`src/rtl/spi_slave.sv`:
```
// SPI target endpoint: oversampled sclk/ss/mosi, cfg/tx loaded over req/ack; rx words out as a one-cycle pulse, no backpressure.
// Pin edge to internal action is SYNC_STAGES+1 clk. Optional SPI_SLAVE_TX_UNDERRUN_EN adds a sticky tx_underrun flag.
module spi_slave #(
    parameter int DATA_WIDTH = 8,
    parameter int SYNC_STAGES = 2,
    parameter logic [DATA_WIDTH-1:0] TX_IDLE = 8'hFF
) (
    input  logic                  clk,
    input  logic                  rst_n,
    input  logic                  req,
    input  logic [DATA_WIDTH-1:0] data_in,
    input  logic [DATA_WIDTH-1:0] address,
    output logic                  ack,
    input  logic                  sclk,
    input  logic                  ss,
    input  logic                  mosi,
    output logic                  miso,
    output logic [DATA_WIDTH-1:0] rx_data,
    output logic                  rx_valid,
    output logic                  busy
`ifdef SPI_SLAVE_TX_UNDERRUN_EN
    ,
    output logic                  tx_underrun
`endif
);
    localparam int CW = $clog2(DATA_WIDTH + 1);

    typedef enum logic {IDLE, ACTIVE} state_t;
    state_t state;

    logic [SYNC_STAGES-1:0] sclk_sync, ss_sync, mosi_sync;
    logic                   sclk_s, ss_s, mosi_s, sclk_prev, ss_prev;
    logic [2:0]             cfg, cfg_act;
    logic [DATA_WIDTH-1:0]  tx_buf, tx_shift, tx_nxt, rx_shift, rx_nxt, word_load;
    logic                   tx_pending, skip;
    logic [CW-1:0]          bit_cnt;
    logic                   dir, cpol, cpha, lead, trail, sample_edge, shift_edge;
    logic                   ss_rise, ss_fall, wr_en, word_done, word_start;

    assign sclk_s = sclk_sync[SYNC_STAGES-1];
    assign ss_s   = ss_sync[SYNC_STAGES-1];
    assign mosi_s = mosi_sync[SYNC_STAGES-1];

    assign dir  = cfg_act[0];
    assign cpol = cfg_act[1];
    assign cpha = cfg_act[2];

    assign lead        = (sclk_prev == cpol) && (sclk_s != cpol);
    assign trail       = (sclk_prev != cpol) && (sclk_s == cpol);
    assign sample_edge = (state == ACTIVE) && (cpha ? trail : lead);
    assign shift_edge  = (state == ACTIVE) && (cpha ? lead : trail);
    assign ss_rise     = ss_s & ~ss_prev;
    assign ss_fall     = ~ss_s & ss_prev;
    assign wr_en       = req & ~ack;

    assign word_load  = tx_pending ? tx_buf : TX_IDLE;
    assign rx_nxt     = dir ? {rx_shift[DATA_WIDTH-2:0], mosi_s} : {mosi_s, rx_shift[DATA_WIDTH-1:1]};
    assign word_done  = sample_edge && (bit_cnt == CW'(DATA_WIDTH - 1));
    assign word_start = ((state == IDLE) && ss_rise) || ((state == ACTIVE) && !ss_fall && word_done);

    // After any reload the first shift edge is consumed: the new word's first bit is already on miso.
    always_comb begin
        tx_nxt = tx_shift;
        if (word_start)
            tx_nxt = word_load;
        else if (shift_edge && !skip)
            tx_nxt = dir ? {tx_shift[DATA_WIDTH-2:0], 1'b0} : {1'b0, tx_shift[DATA_WIDTH-1:1]};
    end

    always_ff @(posedge clk) begin
        if (!rst_n) begin
            state      <= IDLE;
            sclk_sync  <= '0;
            ss_sync    <= '0;
            mosi_sync  <= '0;
            sclk_prev  <= 1'b0;
            ss_prev    <= 1'b0;
            ack        <= 1'b0;
            miso       <= 1'b0;
            rx_valid   <= 1'b0;
            busy       <= 1'b0;
            rx_data    <= '0;
            cfg        <= '0;
            cfg_act    <= '0;
            tx_buf     <= '0;
            tx_shift   <= '0;
            rx_shift   <= '0;
            tx_pending <= 1'b0;
            skip       <= 1'b0;
            bit_cnt    <= '0;
        end else begin
            sclk_sync <= {sclk_sync[SYNC_STAGES-2:0], sclk};
            ss_sync   <= {ss_sync[SYNC_STAGES-2:0], ss};
            mosi_sync <= {mosi_sync[SYNC_STAGES-2:0], mosi};
            sclk_prev <= sclk_s;
            ss_prev   <= ss_s;
            ack       <= req & ~ack;
            rx_valid  <= 1'b0;
            tx_shift  <= tx_nxt;

            if (wr_en && address == DATA_WIDTH'(0))
                cfg <= data_in[2:0];
            if (wr_en && address == DATA_WIDTH'(1))
                tx_buf <= data_in;
            if (wr_en && address == DATA_WIDTH'(1))
                tx_pending <= 1'b1;
            else if (word_start)
                tx_pending <= 1'b0;

            case (state)
                IDLE: begin
                    miso <= 1'b0;
                    busy <= 1'b0;
                    if (ss_rise) begin
                        state   <= ACTIVE;
                        cfg_act <= cfg;
                        bit_cnt <= '0;
                        skip    <= cfg[2];
                        busy    <= 1'b1;
                        miso    <= cfg[0] ? tx_nxt[DATA_WIDTH-1] : tx_nxt[0];
                    end
                end
                ACTIVE: begin
                    if (ss_fall) begin
                        state <= IDLE;
                        busy  <= 1'b0;
                        miso  <= 1'b0;
                    end else begin
                        miso <= dir ? tx_nxt[DATA_WIDTH-1] : tx_nxt[0];
                        if (sample_edge) begin
                            rx_shift <= rx_nxt;
                            if (word_done) begin
                                rx_data  <= rx_nxt;
                                rx_valid <= 1'b1;
                                bit_cnt  <= '0;
                                skip     <= 1'b1;
                            end else begin
                                bit_cnt <= bit_cnt + 1'b1;
                            end
                        end else if (shift_edge) begin
                            skip <= 1'b0;
                        end
                    end
                end
                default: state <= IDLE;
            endcase
        end
    end

`ifdef SPI_SLAVE_TX_UNDERRUN_EN
    always_ff @(posedge clk) begin
        if (!rst_n)
            tx_underrun <= 1'b0;
        else if (word_start && !tx_pending)
            tx_underrun <= 1'b1;
        else if (wr_en && address == DATA_WIDTH'(2))
            tx_underrun <= 1'b0;
    end
`endif
endmodule

```
`config.mk`:
```
export PLATFORM = sky130hd
export DESIGN_NAME = spi_slave
export DESIGN_NICKNAME = d
export VERILOG_FILES = /design/src/rtl/spi_slave.sv
export SDC_FILE = /design/constraint.sdc
export NUM_CORES = 1
export LEC_CHECK = 0
export ABC_AREA = 1
export CAP_MARGIN = 20
export CORE_AREA = 5 5 67 93
export CTS_BUF_LIST = sky130_fd_sc_hd__clkbuf_8
export DETAILED_ROUTE_END_ITERATION = 6
export DIE_AREA = 0 0 72 98
export GPL_TIMING_DRIVEN = 0
export PLACE_DENSITY_LB_ADDON = 0.25
export SETUP_SLACK_MARGIN = 0.15
export SYNTH_ARGS = -nofsm -noshare
export SYNTH_HDL_FRONTEND = slang
export SYNTH_SLANG_ARGS = --single-unit
```
`constraint.sdc`:
```
create_clock -name clk -period 1.5 [get_ports clk]
set_input_delay 0.225 -clock clk [delete_from_list [all_inputs] [get_ports clk]]
set_output_delay 0.225 -clock clk [all_outputs]
set_load 0.02 [all_outputs]
```
# Word-level counts from Yosys, hierarchy flattened

Index checks and enable logic that the tools add are counted.

Flip-flop bits (word level): 57
Bits in latches: 0
Bits in writable memories: 0
Bits in read-only memories: 0
Output and inout port bits: 12
Logic and storage cells: 97
Memories kept: 0

$add $sub $neg: 1
Multipliers: 0
Divide/modulo/power cells: 0
Order comparisons: 0
Eq/ne operators: 12
Shift operators: 0
Multiplexer cells: 31
Bitwise operators: 10
Reductions and logical operators: 23

Operators with widths:

| cell                  | count |
|---|---|
| $mux W8               | 5 |
| $mux W1               | 17 |
| $mux W4               | 4 |
| $logic_and A1 B1 Y1   | 11 |
| $eq A8 B1 Y1 const B  | 1 |
| $logic_not A8 Y1      | 1 |
| $pmux W1 S2           | 4 |
| $pmux W4 S2           | 1 |
| $reduce_and A4 Y1     | 2 |
| $not A1 Y1            | 7 |
| $reduce_and A3 Y1     | 2 |
| $add A4 B1 Y4 const B | 1 |
| $eq A4 B3 Y1 const B  | 1 |
| $ne A2 B1 Y1 const B  | 2 |
| $ne A2 B2 Y1 const B  | 2 |
| $reduce_bool A2 Y1    | 2 |
| $reduce_or A4 Y1      | 1 |
| $and A1 B1 Y1         | 3 |
| $ne A3 B1 Y1 const B  | 1 |
| $ne A3 B2 Y1 const B  | 1 |
| $eq A1 B1 Y1          | 2 |
| $logic_not A1 Y1      | 2 |
| $ne A1 B1 Y1          | 2 |
| $reduce_and A2 Y1     | 1 |
| $logic_or A1 B1 Y1    | 1 |

# Longest topological paths before layout

Word-level depth: 11
Gate-level depth with buffers: 11

# Least setup slack after synthesis

OpenSTA, ideal clock, no wires.

Kind: flip-flop to flip-flop
From: register bit_cnt[0]
To: register miso
Library setup time: 114 ps
Arrival time: 1358 ps
Data required time: 1386 ps
Slack: 28 ps
Stages on the path, launching flop included: 9
Path buffers: 0
Clock period less this slack: 1472 ps
Cells stage by stage: dfxtp_1 ha_1 nand2_1 nor2_2 nand3_2 nand2_1 nand3_1 nand3_1 nand2_1

Cells in the longest elaborated chain, start to end: 8
Elaborated cells on any way between the ends: 10
Those cells by class: 1 x eq/ne; 6 x mux; 3 x reduce/logical

Ends and longest elaborated chain:

| what                       | RTL line | text |
|---|---|---|
| from (decl)                | 36       | `logic [CW-1:0] bit_cnt;` |
| from (signal assigned)     | 138      | `bit_cnt <= bit_cnt + 1'b1;` |
| $eq A4 B3 Y1 (*)           | 58       | `assign word_done = sample_edge && (bit_cnt == CW'(DATA_WIDTH - 1));` |
| $logic_and A1 B1 Y1 (*)    | 58       |  |
| $logic_and A1 B1 Y1 (*)    | 59       | `assign word_start = ((state == IDLE) && ss_rise) \|\| ((state == ACTIVE) && !ss_fall && word_done);` |
| $logic_or A1 B1 Y1 (*)     | 59       |  |
| $mux W8 (*)                | 64       | `if (word_start)` |
| $mux W1 (on tied branches) | 129, 120 |  |
| $mux W1 (on tied branches) | 124, 114 |  |
| $pmux W1 S2 (*)            | 110      | `case (state)` |
| to (signal assigned)       | 120      | `miso <= cfg[0] ? tx_nxt[DATA_WIDTH-1] : tx_nxt[0];` |
| to (signal assigned)       | 129      | `miso <= dir ? tx_nxt[DATA_WIDTH-1] : tx_nxt[0];` |
| to (decl)                  | 17       | `output logic miso,` |

Every way passes the cells marked *; elsewhere a longest branch is shown, timed or not.
A chain may end at the register's enable or synchronous reset.

# Final worst setup path

From: register cfg_act[1]
To: register tx_shift[6]

Cells in the longest elaborated chain, start to end: 8
Elaborated cells on any way between the ends: 16
Those cells by class: 4 x eq/ne; 3 x mux; 9 x reduce/logical

Ends and longest elaborated chain:

| what                                                 | RTL line | text |
|---|---|---|
| from (decl)                                          | 33       | `logic [2:0] cfg, cfg_act;` |
| from (signal assigned)                               | 116      | `cfg_act <= cfg;` |
| $eq A1 B1 Y1, or another cell as far along           | 48       | `assign lead = (sclk_prev == cpol) && (sclk_s != cpol);` |
| $logic_and A1 B1 Y1 (on tied branches)               | 48, 49   |  |
| $mux W1                                              | 50       | `assign sample_edge = (state == ACTIVE) && (cpha ? trail : lead);` |
| $logic_and A1 B1 Y1                                  | 50       |  |
| $logic_and A1 B1 Y1                                  | 58       |  |
| $logic_and A1 B1 Y1                                  | 59       |  |
| $logic_or A1 B1 Y1                                   | 59       |  |
| $mux W8 / $reduce_bool A2 Y1 (equally long branches) | n/a      |  |
| to (signal assigned)                                 | 99       | `tx_shift <= tx_nxt;` |
| to (decl)                                            | 34       | `logic [DATA_WIDTH-1:0] tx_buf, tx_shift, tx_nxt, rx_shift, rx_nxt, word_load;` |

Several ways; a longest one is shown, not always the timed one.

==> flow_metrics.env <==
export IMPL_cts_tree="built"
export IMPL_status="complete, no violations"
export IMPL_die_area_mm2=0.007056
export IMPL_die_h_um=98
export IMPL_synth_area_per_cell_um2=6.987
export IMPL_area_delta_synth_final_pct=42.48
export IMPL_grt_max_degree=11
export IMPL_final_common_cell="nand2_1"
export IMPL_power_density_mw_per_mm2=879.1
export IMPL_final_util=0.6828
export IMPL_p_sw_frac=0.2511
export IMPL_tightest_slew_ps=433.2
export IMPL_p_leak_nw=1.488
export IMPL_place_gp_congestion=0.8042
export IMPL_synth_area_top_cells="dfxtp_1 44%, nand2_1 14%, o21ai_0 7.0%"
export IMPL_fin_skew_ps=6.286
export IMPL_cts_made_buffers=9
export IMPL_antenna_found_initial=0
export IMPL_yosys_area_top_type="dfxtp_1"
export IMPL_mostFrequentLayoutCells="67 x nand2_1, 49 x dfxtp_1, 42 x inv_1"
export IMPL_postLayoutCellArea_mm2=0.003664
export IMPL_combPwrFrac=0.119
export IMPL_crit_type="reg -> reg"
export IMPL_drt_pre_antenna_iters=4
export IMPL_cts_sinks=57
export IMPL_clkLatencyLatePin_ps=340
export IMPL_h_tree_depth=3
export IMPL_hp_class="in -> reg"
export IMPL_path_clk_slew_ps=60
export IMPL_grt_use_total=0.1847
export IMPL_synth_nets=391
export IMPL_synth_cells=368
export IMPL_critPathArrivalTime_ps=1690
export IMPL_fp_dieW_um=72
export IMPL_path_max_fanout=6
export IMPL_p_clk_frac=0.391
export IMPL_clockRootBuffer="clkbuf_8"
export IMPL_io_buffers=33
export IMPL_finalPower_mw=3.221
export IMPL_hold_viol=0
export IMPL_placed_area_mm2=0.003013
export IMPL_critPathCaptureType="register"
export IMPL_worstPathRequired_ps=1730
export IMPL_drtAntennaViolNets=0
export IMPL_fin_crit_ps=1458
export IMPL_grt_setup_unrepaired="true"
export IMPL_start_util=0.4792
export IMPL_crit_path_start_kind="register"
export IMPL_drive_gt1_frac=0.2742
export IMPL_ir_drop_uv=808.7
export IMPL_grt_overflow=0
export IMPL_routedWlPerCell_um=13.08
export IMPL_ys_types=29
export IMPL_avgViaCountPerCell=5.033
export IMPL_synth_area_mm2=0.002571
export IMPL_slew_headroom=0.7082
export IMPL_yosys_area_top_type_share=0.4438
export IMPL_cts_hold_buf=0
export IMPL_drc=0
export IMPL_hpwlAfterDp_um=4159
export IMPL_n_fill_cell=463
export IMPL_ys_warn_count=0
export IMPL_vias=2471
export IMPL_drv_cap=0
export IMPL_setup_viol=0
export IMPL_ios=34
export IMPL_fin_nets=444
export IMPL_drv_slew=0
export IMPL_grt_pass1_vias=2459
export IMPL_synth_seq_cells=57
export IMPL_fp_coreArea_mm2=0.005365
export IMPL_antenna_cells=0
export IMPL_fmax_ghz=0.6858
export IMPL_grt_pass1_wl_um=10410
export IMPL_p_int_mw=2.412
export IMPL_finalCritPeriodShare=0.9720
export IMPL_rows=32
export IMPL_p_sw_mw=0.8086
export IMPL_yosysSeqAreaShare=0.4438
export IMPL_drt_iter0_drc=179
export IMPL_cts_path_max_buffers=2
export IMPL_seq_power_share=0.490
export IMPL_wirelength_um=6421
timing repair:
item                                    4_1_cts  5_1_grt
buffers inserted                              5        2
resized for setup                            55       84
endpoints found under the setup margin       46       40
gates cloned                                  0        2
pin swaps                                    19       22
final cells by class:
cell class | count | area, um^2 | area share
multi-input cells | 250 | 1503 | 0.4102
flip-flops and latches | 57 | 1159 | 0.3163
repair buffers | 42 | 442.9 | 0.1209
inverters | 48 | 205.2 | 0.05601
clock buffers | 12 | 165.2 | 0.04508
plain buffers | 13 | 100.1 | 0.02732
well taps | 68 | 85.08 | 0.02322
clock inverters | 1 | 3.754 | 0.001025
through the flow:
stage               hold slack [ps]  instances  setup TNS [ps]  setup WS, ps
floorplan                     322.6        368               0         155.0
global placement              392.0        469           -5372        -380.8
detailed placement            401.2        469           -6009        -434.3
CTS                           403.9        487               0         58.41
global route                  297.0        491          -376.6        -48.19
finish                        278.2        491               0         41.95
cells by family (layout without fill, tap and decap cells):
logic type | Yosys count | in the layout | synth area share
buffers and inverters | 61 | 116 | 0.1017
adder cells (fa/ha/maj) | 1 | 1 | 0.004865
flip-flops | 57 | 57 | 0.4438
AND/OR/NAND/NOR | 173 | 173 | 0.2949
AO/OA/AOI/OAI | 76 | 76 | 0.1547
state kept, by name, summed over array words and instances, names as in the netlist, 2 cells and up:
name	flops
bit_cnt	4
cfg	3
cfg_act	3
mosi_sync	2
rx_data	8
rx_shift	8
sclk_sync	2
ss_sync	2
tx_buf	8
tx_shift	8
power groups by stage:
stage               Combinational (mW)  Sequential, mW  Clock, mW
floorplan                        0.179            1.61          0
global placement                 0.288            1.61          0
detailed placement               0.291            1.61          0
CTS                              0.326            1.58       1.28
global route                     0.422            1.58       1.35
finish                           0.383            1.58       1.26
routing by layer:
| metal | wire (um) | vias up | GRT usage |
|---|---|---|---|
| met3 | 277 | 11 | 0.02987 |
| met1 | 2467 | 1128 | 0.1916 |
| met2 | 3553 | 58 | 0.3407 |
| li1 | - | 1274 | - |
| met4 | 122 | 0 | 0.1042 |
| met5 | 0 | - | 0 |
critical path, stage by stage (launching register included):
cell and delay (ps):
dfxtp_4 370, inv_6 80, nand2_2 70, nand2_4 70, nand3_4 80, nand2_4 120
nand3_4 110, buf_6 170, nand3_4 90, nor2_1 50, nor2_1 80, nor2_1 40
path summary, 6_finish.rpt:
kind	startpoint	to	slack, ps	depth (start not counted)
hold reg to reg	sclk_sync[0]$_SDFF_PN0_	sclk_sync[1]$_SDFF_PN0_	410	2
setup reg to reg	cfg_act[1]$_SDFFE_PN0P_	tx_shift[6]$_SDFFE_PN0P_	40	11
hold / removal	req	ack$_SDFF_PN0_	280	5
setup / recovery	cfg_act[1]$_SDFFE_PN0P_	tx_shift[6]$_SDFFE_PN0P_	40	11
cell usage after synthesis:
library cell / number
nand2_1: 93
dfxtp_1: 57
nor2_1: 47
inv_1: 45
o21ai_0: 36
a21oi_1: 35
nand3_1: 14
clkbuf_1: 6
nand2_4: 4
nand3_2: 4
buf_6: 3
nand4_1: 3
buf_2: 2
buf_4: 2
inv_2: 2
nor3_1: 2
a211oi_1: 1
a21oi_4: 1
and3_1: 1
clkinv_1: 1
ha_1: 1
nand2_2: 1
nand3_4: 1
nor2_2: 1
nor4_1: 1
o21a_1: 1
o21ai_1: 1
o22ai_1: 1
or2_2: 1
No activity file was read; power rests on OpenSTA's default activity.
==> variant, RTL diff (same settings) <==
Take the reset off `tx_shift` and load it in a clocked block of its own.
--- a/src/rtl/spi_slave.sv
+++ b/src/rtl/spi_slave.sv
@@ -84,5 +84,4 @@
             cfg_act    <= '0;
             tx_buf     <= '0;
-            tx_shift   <= '0;
             rx_shift   <= '0;
             tx_pending <= 1'b0;
@@ -97,5 +96,4 @@
             ack       <= req & ~ack;
             rx_valid  <= 1'b0;
-            tx_shift  <= tx_nxt;
 
             if (wr_en && address == DATA_WIDTH'(0))
@@ -148,4 +146,8 @@
     end
 
+    always_ff @(posedge clk) begin
+        tx_shift <= tx_nxt;
+    end
+
 `ifdef SPI_SLAVE_TX_UNDERRUN_EN
     always_ff @(posedge clk) begin
Function: no difference found for any inputs over 10 cycles, from zero or initial values and one cycle with rst_n low; that may be too few to reach the edited logic, so the function may still have changed.
==> variant against the unedited design <==
- power increased by 4.6%
- highest routed layer unchanged
- clock power increased by 11%
- die area unchanged
- core utilization decreased by 1.8 points
- synthesized area decreased by 2.8%
- global-route usage decreased by 0.36 points
- final area decreased by 2.6%
- sequential cell count unchanged
- non-clock buffer count increased by 4
- wire length decreased by 5.6%
- cell count decreased by 5.9%
- worst setup slack improved by 0.0039 ns
- count of clock-buffer cells in the layout decreased by 3
==> variant: results (changes against the unedited design) <==
* Number of synthesized flops with an enable pin at 6 (was 0)
* Critical Path AT at 1.51 ns (was 1.69 ns)
* First-pass GRT wire length at 10.1 mm (was 10.4 mm)
* Fillers at 461 (was 463)
* Post-Syn Nets at 349 (was 391)
* P_int at 2.50 mW (was 2.41 mW)
* Resized cells post-CTS at 76 (was 55)
* Crit path largest cell delay at 0.41 ns (was 0.37 ns)
* Post-Place Cell Area at 0.00292 mm^2 (was 0.00301 mm^2)
* Largest net degree at the start of global routing at 12 (was 11)
* Synth cell types at 31 (was 29)
* Hold Crit Endpoint: sclk_sync[1]$_SDFF_PN0_ (was ack$_SDFF_PN0_)
* VDD IR max at 0.626 mV (was 0.809 mV)
* FF-to-FF path depth at 6 (was 11)
* Synth top cells by count: nand2_1 (61), dfxtp_1 (51), o21ai_0 (48), inv_1 (42) (was nand2_1 (93), dfxtp_1 (57), nor2_1 (47), inv_1 (45), o21ai_0 (36))
* Synth Area in Compound Gates at 19.9% (was 15.5%)
* DRT iter0 DRCs at 126 (was 179)
* M1 wire length at 2.24 mm (was 2.47 mm)
* Layout net count at 412 (was 444)
* # Post-CTS Setup Buffers at 12 (was 5)
* Worst R2R End: tx_shift[1]$_DFFE_PP_ (was tx_shift[6]$_SDFFE_PN0P_)
* Critical hold path startpoint: sclk_sync[0]$_SDFF_PN0_ (was req)
* Layout cells sized above 1 at 33.5% (was 27.4%)
* RR Startpoint: state$_SDFF_PN0_ (was cfg_act[1]$_SDFFE_PN0P_)
* Hold Crit Class: reg -> reg (was in -> reg)
* Outcome: complete, no violations (unchanged)
==> variant: cell types whose count changed after synthesis, moves of 2 or more <==
cell | unedited run | this run
nor2_1 | 47 | 32
o21ai_0 | 36 | 48
edfxtp_1 | 0 | 6
nand3_1 | 14 | 4
o21ai_1 | 1 | 5
nand2_1 | 93 | 61
dfxtp_1 | 57 | 51
buf_6 | 3 | 0
a21oi_1 | 35 | 32
o31ai_1 | 0 | 2
nand2_2 | 1 | 3
inv_2 | 2 | 4
inv_1 | 45 | 42
==> variant: layer usage <==
metal	vias to the layer above	GRT usage (%)
li1	1188	-
met4	0	6.80
met3	11	4.74
met5	-	0
met2	62	33.1
met1	1060	19.5
==> variant: layout make-up <==
| type | instances | area (um^2) | share of cell area (%) |
|---|---|---|---|
| Multi-Input combinational cell | 214 | 1370 | 38.3 |
| Sequential cell | 57 | 1220 | 34.1 |
| Timing Repair Buffer | 49 | 447 | 12.5 |
| Inverter | 48 | 186 | 5.22 |
| Clock buffer | 9 | 124 | 3.47 |
| Tap cell | 68 | 85.1 | 2.38 |
| Buffer | 10 | 73.8 | 2.07 |
| Clock inverter | 7 | 71.3 | 2.00 |
==> variant: worst max path at each step <==
stage | slack [ns] | startpoint | cells past startpoint | endpoint
2_1_floorplan | 0.16 | cfg_act[1]$_SDFFE_PN0P_ | 9 | tx_shift[1]$_DFFE_PP_
3_3_place_gp | -0.36 | rst_n | 5 | tx_buf[1]$_SDFFE_PN0P_
3_5_place_dp | -0.36 | rst_n | 5 | tx_buf[2]$_SDFFE_PN0P_
4_1_cts | 0.03 | cfg_act[1]$_SDFFE_PN0P_ | 9 | tx_shift[1]$_DFFE_PP_
5_1_grt | -0.01 | state$_SDFF_PN0_ | 6 | tx_shift[1]$_DFFE_PP_
6_report | 0.05 | state$_SDFF_PN0_ | 6 | tx_shift[1]$_DFFE_PP_
==> variant: per-stage QoR <==
step                      instances  hold WS [ns]
after detailed placement        427         0.399
after global placement          427         0.394
after global routing            462         0.436
final                           462         0.407
after CTS                       459         0.408
after floorplan                 326         0.323
==> variant: cell families after synthesis <==
group,count (synthesis)
simple gates,117
fa+ha+maj,1
compound gates,93
buf+inv,58
flops,57
==> variant: worst min-delay path: cells and delay by family (launching register included) <==
kind	cells	cell delay (ns)
AND/OR/NAND/NOR	1	0.05
flip-flops	1	0.30
buffers and inverters	1	0.03
==> variant: power by group through the flow <==
stage	Clock, mW	Combinational, mW	Sequential, mW
2_1_floorplan	0	0.170	1.64
3_3_place_gp	0	0.274	1.64
3_5_place_dp	0	0.277	1.64
4_1_cts	1.43	0.329	1.61
5_1_grt	1.51	0.394	1.61
6_report	1.40	0.360	1.61
